File: src/rtl/seq_detector_pkg.sv
// Shared types and helpers for the parametrised serial pattern detector.
//   state_e : detector FSM state, 2-bit encoding
//   fill_w  : width of the fill counter needed to count 0..PAT_W
package seq_detector_pkg;

  typedef enum logic [1:0] {
    ST_IDLE  = 2'd0,
    ST_FILL  = 2'd1,
    ST_ARMED = 2'd2
  } state_e;

  // The fill counter must hold PAT_W itself, hence +1.
  function automatic int fill_w(input int pat_w);
    return $clog2(pat_w + 1);
  endfunction

endpackage

File: src/rtl/seq_match_counter.sv
// Saturating match counter with a sticky saturation flag.
// Ports:
//   clk, rst  : clock, asynchronous active-high reset
//   inc_i     : count one match
//   clr_i     : synchronous clear of count and flag (beats inc_i)
//   cnt_o     : current count, holds at all-ones
//   sat_o     : set once the count reaches all-ones, cleared only by rst/clr_i
module seq_match_counter #(
  parameter int CNT_W = 8
) (
  input  logic             clk,
  input  logic             rst,
  input  logic             inc_i,
  input  logic             clr_i,
  output logic [CNT_W-1:0] cnt_o,
  output logic             sat_o
);

  logic [CNT_W-1:0] cnt_q, cnt_d;
  logic             sat_q, sat_d;

  always_comb begin
    cnt_d = cnt_q;
    sat_d = sat_q;
    if (clr_i) begin
      cnt_d = '0;
      sat_d = 1'b0;
    end else begin
      if (inc_i && !(&cnt_q)) cnt_d = cnt_q + CNT_W'(1);
      // Flag rises on the same edge the count lands on all-ones.
      sat_d = sat_q | (&cnt_d);
    end
  end

  always_ff @(posedge clk or posedge rst) begin
    if (rst) begin
      cnt_q <= '0;
      sat_q <= 1'b0;
    end else begin
      cnt_q <= cnt_d;
      sat_q <= sat_d;
    end
  end

  assign cnt_o = cnt_q;
  assign sat_o = sat_q;

endmodule

File: src/rtl/seq_detector_param.sv
// Parametrised serial bit-pattern detector. One bit is sampled per clock with
// I_valid high; when the last PAT_W valid bits equal the active pattern (MSB =
// oldest bit) F pulses for one cycle and the saturating match counter steps.
// mode_ovl=1 keeps history after a hit (overlapping), mode_ovl=0 restarts.
// Ports:
//   clock, R   : clock, asynchronous active-high reset
//   I, I_valid : serial data bit and its qualifier
//   mode_ovl   : 1 = overlapping, 0 = non-overlapping detection
//   clr        : synchronous clear of history, count and saturation flag
//   F          : registered match pulse
//   match_cnt  : saturating number of matches since reset/clr
//   cnt_sat    : sticky, match_cnt has reached all-ones
// Build option SEQDET_PROG_EN adds pat_load/pat_in: a run-time loadable
// pattern register (reset value PATTERN); loading restarts the history but
// keeps the count. Without it the pattern is the constant PATTERN.
module seq_detector_param
  import seq_detector_pkg::*;
#(
  parameter int               PAT_W   = 4,
  parameter logic [PAT_W-1:0] PATTERN = 4'b1001,
  parameter int               CNT_W   = 8
) (
  input  logic             clock,
  input  logic             R,
  input  logic             I,
  input  logic             I_valid,
  input  logic             mode_ovl,
  input  logic             clr,
`ifdef SEQDET_PROG_EN
  input  logic             pat_load,
  input  logic [PAT_W-1:0] pat_in,
`endif
  output logic             F,
  output logic [CNT_W-1:0] match_cnt,
  output logic             cnt_sat
);

  localparam int             FW        = fill_w(PAT_W);
  localparam logic [FW-1:0]  FILL_FULL = FW'(PAT_W);

  state_e           state_q, state_d;
  logic [FW-1:0]    fill_q, fill_d, fill_nxt;
  logic [PAT_W-1:0] sreg_q, sreg_d, sreg_shift;
  logic [PAT_W-1:0] pat_act;
  logic             f_q, hit, restart;

`ifdef SEQDET_PROG_EN
  logic [PAT_W-1:0] pat_q;

  always_ff @(posedge clock or posedge R) begin
    if (R)                   pat_q <= PATTERN;
    else if (pat_load && !clr) pat_q <= pat_in;
  end

  assign pat_act = pat_q;
  assign restart = clr | pat_load;
`else
  assign pat_act = PATTERN;
  assign restart = clr;
`endif

  assign sreg_shift = {sreg_q[PAT_W-2:0], I};

  // Fill count as it would be after accepting the current bit.
  always_comb begin
    fill_nxt = FW'(1);
    case (state_q)
      ST_FILL:  fill_nxt = fill_q + FW'(1);
      ST_ARMED: fill_nxt = fill_q;
      default:  fill_nxt = FW'(1);
    endcase
  end

  always_comb begin
    state_d = state_q;
    fill_d  = fill_q;
    sreg_d  = sreg_q;
    hit     = 1'b0;
    if (restart) begin
      // Same-cycle valid bit is deliberately dropped.
      state_d = ST_IDLE;
      fill_d  = '0;
      sreg_d  = '0;
    end else if (I_valid) begin
      sreg_d  = sreg_shift;
      fill_d  = fill_nxt;
      state_d = (fill_nxt == FILL_FULL) ? ST_ARMED : ST_FILL;
      hit     = (fill_nxt == FILL_FULL) && (sreg_shift == pat_act);
      if (hit && !mode_ovl) begin
        state_d = ST_IDLE;
        fill_d  = '0;
        sreg_d  = '0;
      end
    end
  end

  always_ff @(posedge clock or posedge R) begin
    if (R) begin
      state_q <= ST_IDLE;
      fill_q  <= '0;
      sreg_q  <= '0;
      f_q     <= 1'b0;
    end else begin
      state_q <= state_d;
      fill_q  <= fill_d;
      sreg_q  <= sreg_d;
      f_q     <= hit;
    end
  end

  seq_match_counter #(.CNT_W(CNT_W)) u_cnt (
    .clk   (clock),
    .rst   (R),
    .inc_i (hit),
    .clr_i (clr),
    .cnt_o (match_cnt),
    .sat_o (cnt_sat)
  );

  assign F = f_q;

endmodule

File: config.mk
export PLATFORM = sky130hd
export DESIGN_NAME = seq_detector_param
export DESIGN_NICKNAME = d
export VERILOG_FILES = /design/src/rtl/seq_detector_pkg.sv /design/src/rtl/seq_match_counter.sv /design/src/rtl/seq_detector_param.sv
export SDC_FILE = /design/constraint.sdc
export NUM_CORES = 1
export LEC_CHECK = 0
export CORE_UTILIZATION = 57
export CTS_CLUSTER_DIAMETER = 30
export DETAILED_ROUTE_END_ITERATION = 8
export HOLD_SLACK_MARGIN = 0.15
export PLACE_DENSITY = 0.83
export SLEW_MARGIN = 20
export SYNTH_ARGS = -nofsm -noshare
export SYNTH_HDL_FRONTEND = slang
export SYNTH_SLANG_ARGS = --single-unit
File: constraint.sdc
create_clock -name clock -period 4.1 [get_ports clock]
set_clock_uncertainty 0.15 [all_clocks]
set_input_delay 0.82 -clock clock [delete_from_list [all_inputs] [get_ports clock]]
set_output_delay 0.82 -clock clock [all_outputs]
set_load 0.02 [all_outputs]
# Yosys cells after proc, flatten, opt, wreduce, memory -nomap -nowiden
# Cells that the tools add are included.
# Widths: inputs -> output; s select.
# classes
eq_ne	4
n_addsub	2
bitwise_logic	1
n_reduce_logical	8
mux	17
# op_table
cell	count
$mux 8	3
$mux 3	6
$reduce_and 8->1	2
$add 8x1->8 const B	1
$mux 2	4
$pmux 3 s2	1
$eq 4x4->1 const B	1
$add 3x1->3 const B	1
$eq 3x3->1 const B	1
$logic_and 1x1->1	3
$mux 1	3
$eq 2x1->1 const B	1
$eq 2x2->1 const B	1
$logic_not 1->1	2
$reduce_bool 2->1	1
$or 1x1->1	1
# word_totals
wordCells	38
inputBits	6
out_inout_bits	10
regBits	18

# Logic depth before layout (Yosys ltp)
# depth
word_depth	12
mapped_depth	9
depth_no_buf	8

# By module
# From an unflattened synthesis, not the netlist that was laid out.
# hier_totals
cells_unflattened	125
hier_area_um2	1167.4
# modules_own_cells
mod	area_each_um2	seq_area_each_um2	n_inst	cells_per_inst
seq_match_counter	634.4	225.2	1	70
seq_detector_param	533.0	225.2	1	55

# Least setup slack after synthesis
# OpenSTA, ideal clock, no wires.
# synth_path
path_type	in2reg
from	input port I_valid
to	register u_cnt.sat_q, in the netlist u_cnt.sat_o
path_stages	8
arrival_time_ns	2.293
required_ns	3.830
n_path_buf	2
setup_ns	0.120
setup_slack_ns	1.536
path_cell_list	clkbuf_2 -> and2b_1 -> nand2_1 -> or4_1 -> buf_2 -> o2111ai_1 -> a21boi_0 -> o211a_1
# synth_via
elab_chain_cells	8
# synth_rtl
element	line	rtl
start: declaration	seq_detector_param.sv:26	input logic I_valid,
$mux 1	seq_detector_param.sv:84	end else if (I_valid) begin
$mux 1	seq_detector_param.sv:79	if (restart) begin
$logic_and 1x1->1	seq_match_counter.sv:29	if (inc_i && !(&cnt_q)) cnt_d = cnt_q + CNT_W'(1);
$mux 8	seq_match_counter.sv:29	
$mux 8	seq_match_counter.sv:25	if (clr_i) begin
$reduce_and 8->1	seq_match_counter.sv:31	sat_d = sat_q | (&cnt_d);
$or 1x1->1	seq_match_counter.sv:31	
$mux 1	seq_match_counter.sv:25	
named net u_cnt.sat_d	seq_match_counter.sv:20	logic sat_q, sat_d;
end signal: assignment	seq_match_counter.sv:41	sat_q <= sat_d;
end: declaration	seq_match_counter.sv:20	
# The timed path passes the listed nets, and every way through them passes these cells. The select of a mux whose other input is x is not followed.
# A chain may end at the register's enable or synchronous reset.

# Worst setup path in the final report
# layout_path
from	input port clr
to	register u_cnt.sat_q, in the netlist u_cnt.sat_o
# layout_via
elab_chain_cells	7
# layout_rtl
element	line	rtl
start: declaration	seq_detector_param.sv:28	input logic clr,
$mux 1	seq_detector_param.sv:79	
$logic_and 1x1->1	seq_match_counter.sv:29	
$mux 8	seq_match_counter.sv:29	
$mux 8	seq_match_counter.sv:25	
$reduce_and 8->1	seq_match_counter.sv:31	
$or 1x1->1	seq_match_counter.sv:31	
$mux 1 *	seq_match_counter.sv:25	
named net u_cnt.sat_d	seq_match_counter.sv:20	
# The timed path passes the listed nets; every way through them passes the cells marked *. The select of a mux whose other input is x is not followed.

==> results.md <==
* Routed WL at 2.51 mm
* Longest Clk Path Bufs at 2
* Post-Syn Instances at 126
* Skew-Pair Late Insertion Delay at 0.30 ns
* Hold Slack at 0.421 ns
* Clock share of power at 0.293
* Post-Synthesis Net Count at 137
* Number of global-route vias before repair at 953
* Worst path slowest cell: or4_1
* Multi-input logic area at 639 sq um
* Layout Cells excl Fill at 167
* Setup crit start: clr
* CTS clk-pin slew, worst paths at 0.10 ns
* Fillers at 148
* Hold Buf Count CTS at 0
* Final Net Count at 155
* Initial drt markers at 37
* Fin area at 1340 sq um
* Number of synthesized flops with an enable pin at 0
* Storage cell area at 450 sq um
* Leading post-synthesis cells by cell area: dfrtp_1, ha_1, nor2_1, nand2_1, a21oi_1
* CP Class: in -> reg
* Yosys top cell area share at 0.397
* WP data arrival at 2.91 ns
* DIE AREA at 2170 sq um
* Vias at 1038
* Post-CTS setup buffers at 0
* Sum Neg Setup Slack at 0 ns
* Dpl cells at 164
* CP startpoint kind: input port
* Reg2reg start: state_q[0]
* P per Cell Area at 226 nW/um^2
* Setup Viol. Count Final at 0
* Final core occ at 0.741
* Post-DR vias/cell at 6.22
* Mapped cell area at 1130 sq um
* Worst min path class: reg -> reg
* Number of antenna violations at the first check in global routing at 0
* Cell Chain, Critical Path: clkdlybuf4s50_1 -> buf_4 -> and2b_1 -> nand2_1 -> or4_1 -> o2111ai_1 -> a21boi_0 -> o211a_1
* Row count at 15
* Max Cap Viol at 0
* I/O Pins at 16
* Worst ir drop on vdd at 0.000165 V
* Final Hold Viols at 0
* Gr ovfl total at 0
* Synth warn at 0
* Crit-path max cell delay at 0.59 ns
* Avg Cell Area, Syn at 9.00 sq um
* Critical Path RT at 4.14 ns
* Die W at 46.6 um
* Input/output buffers at 15
* Area growth from synthesis to layout at 17.8%
* #FFs+latches synth at 18
* Synth unique cells at 45
* Final period util at 0.699
* TritonCTS clock tree: yes
* Pre-CTS setup slack at 0.924 ns
* Min-delay src: state_q[1]
* Max-Slew Margin vs Limit at 0.498
* Die height at 46.6 um
* Total GRT Usage at 0.261
* Core area at 1800 sq um
* Slew @ Worst Pin at 0.748 ns
* Leakage power at 0.561 nW
* Area after DPL at 1310 sq um
* Drt first pass iters at 4
* Layout cells sized above 1 at 0.0563
* Fin crit period at 2.87 ns
* Slew Limit Fails at 0
* Worst Setup End Kind: register
* Synth cell count leaders: dfrtp_1, nor2_1, nand2_1
* Logic gate share of total power at 0.102
* Largest area contributor in the synthesized netlist: dfrtp_1
* First-pass GRT wire length at 4.02 mm
* F_max at 0.349 GHz
* Switch share at 0.247
* Setup ws final at 1.23 ns
* ANT nets after route at 0
* CTS resizes at 0
* Most common cell in the netlist: dfrtp_1
* Status: finished, final reports clean
* GP Congestion at 0.892
* Wire per inst at 15.0 um
* Initial Util at 0.629
* P_int at 0.227 mW
* Sw power at 0.0743 mW
* # H-tree levels at 1
* Clk sinks at 18
* HPWL reported at the end of detailed placement at 1.90 mm
* # DRC at 0
* RSZ-0062 raised after global routing: false
* Antenna diodes at 0
* CTS Buf Count at 3
* Largest net degree at the start of global routing at 19
* Synth Flop Type: dfrtp_1
* Part of the Yosys area used for sequential elements at 0.397
* Power, Total at 0.301 mW
* Crit-path max FO at 14
* Sequential share of power at 0.606
* Clock root cell: clkbuf_4
* Synth async-reset ratio at 1.00
[power by group through the flow]
stage / Combinational, mW / Sequential (mW) / Clock [mW]
5_1_grt: 0.0341 / 0.183 / 0.0968
3_3_place_gp: 0.0292 / 0.186 / 0
2_1_floorplan: 0.0198 / 0.185 / 0
4_1_cts: 0.0305 / 0.183 / 0.0885
6_report: 0.0306 / 0.183 / 0.0881
3_5_place_dp: 0.0303 / 0.186 / 0
[layer usage]
metal / vias up / part of all wire / global-route usage
li1: 503 / - / -
met1: 487 / 0.44 / 0.320
met2: 42 / 0.48 / 0.458
met3: 6 / 0.057 / 0.0471
met4: 0 / 0.016 / 0.0765
met5: - / 0 / 0
[cell type report]
class,instances,share of cell area
Multi-Input combinational cell,97,0.479
Tap cell,25,0.0234
Inverter,7,0.0197
Timing Repair Buffer,17,0.124
Clock buffer,3,0.0169
Sequential cell,18,0.337
[flip-flops by register name (all words and copies together), names as in the netlist]
signal	cells
fill_q	3
u_cnt.cnt_o	8
sreg_q	3
F	1
u_cnt.sat_o	1
state_q	2
[critical path: cells and delay by family]
| family | cells | cell delay (ns) |
|---|---|---|
| buf+inv | 2 | 0.57 |
| simple gates | 3 | 0.97 |
| compound gates | 3 | 0.54 |
[final timing paths]
check,end,slack [ns],cells after the start
setup / recovery,u_cnt.sat_o,1.23,8
hold / removal,state_q[1],0.42,2
setup reg to reg,u_cnt.sat_o,1.47,8
hold reg to reg,state_q[1],0.42,2
max in group asynchronous,u_cnt.cnt_o[2],2.58,2
min in group asynchronous,state_q[0],0.79,2
[kinds of logic after synthesis]
kind of cell | share of synthesized area
xor gates and xnor gates | 0.0309
buffers and inverters | 0.0386
adders and majority gates | 0.0552
DFF | 0.397
AOI/OAI and AO/OA | 0.221
muxes | 0.0265
and+or+nand+nor | 0.231
[cell usage in the layout, fill, tap and decap left out, types with 2 or more instances in the layout]
cell	count
dfrtp_1	18
xor2_1	2
clkbuf_4	3
nor4_1	2
or3_1	2
o31ai_1	2
nor2_1	13
clkdlybuf4s50_1	15
inv_1	7
nor3_1	4
nand3_1	6
a41oi_1	2
a31oi_1	2
nand4_1	2
and3_1	2
o21ai_0	6
nand2_1	12
buf_4	2
mux2i_1	3
a21oi_1	7
ha_1	5
xnor2_1	2
Note: power is estimated with default switching activity, not from simulation.
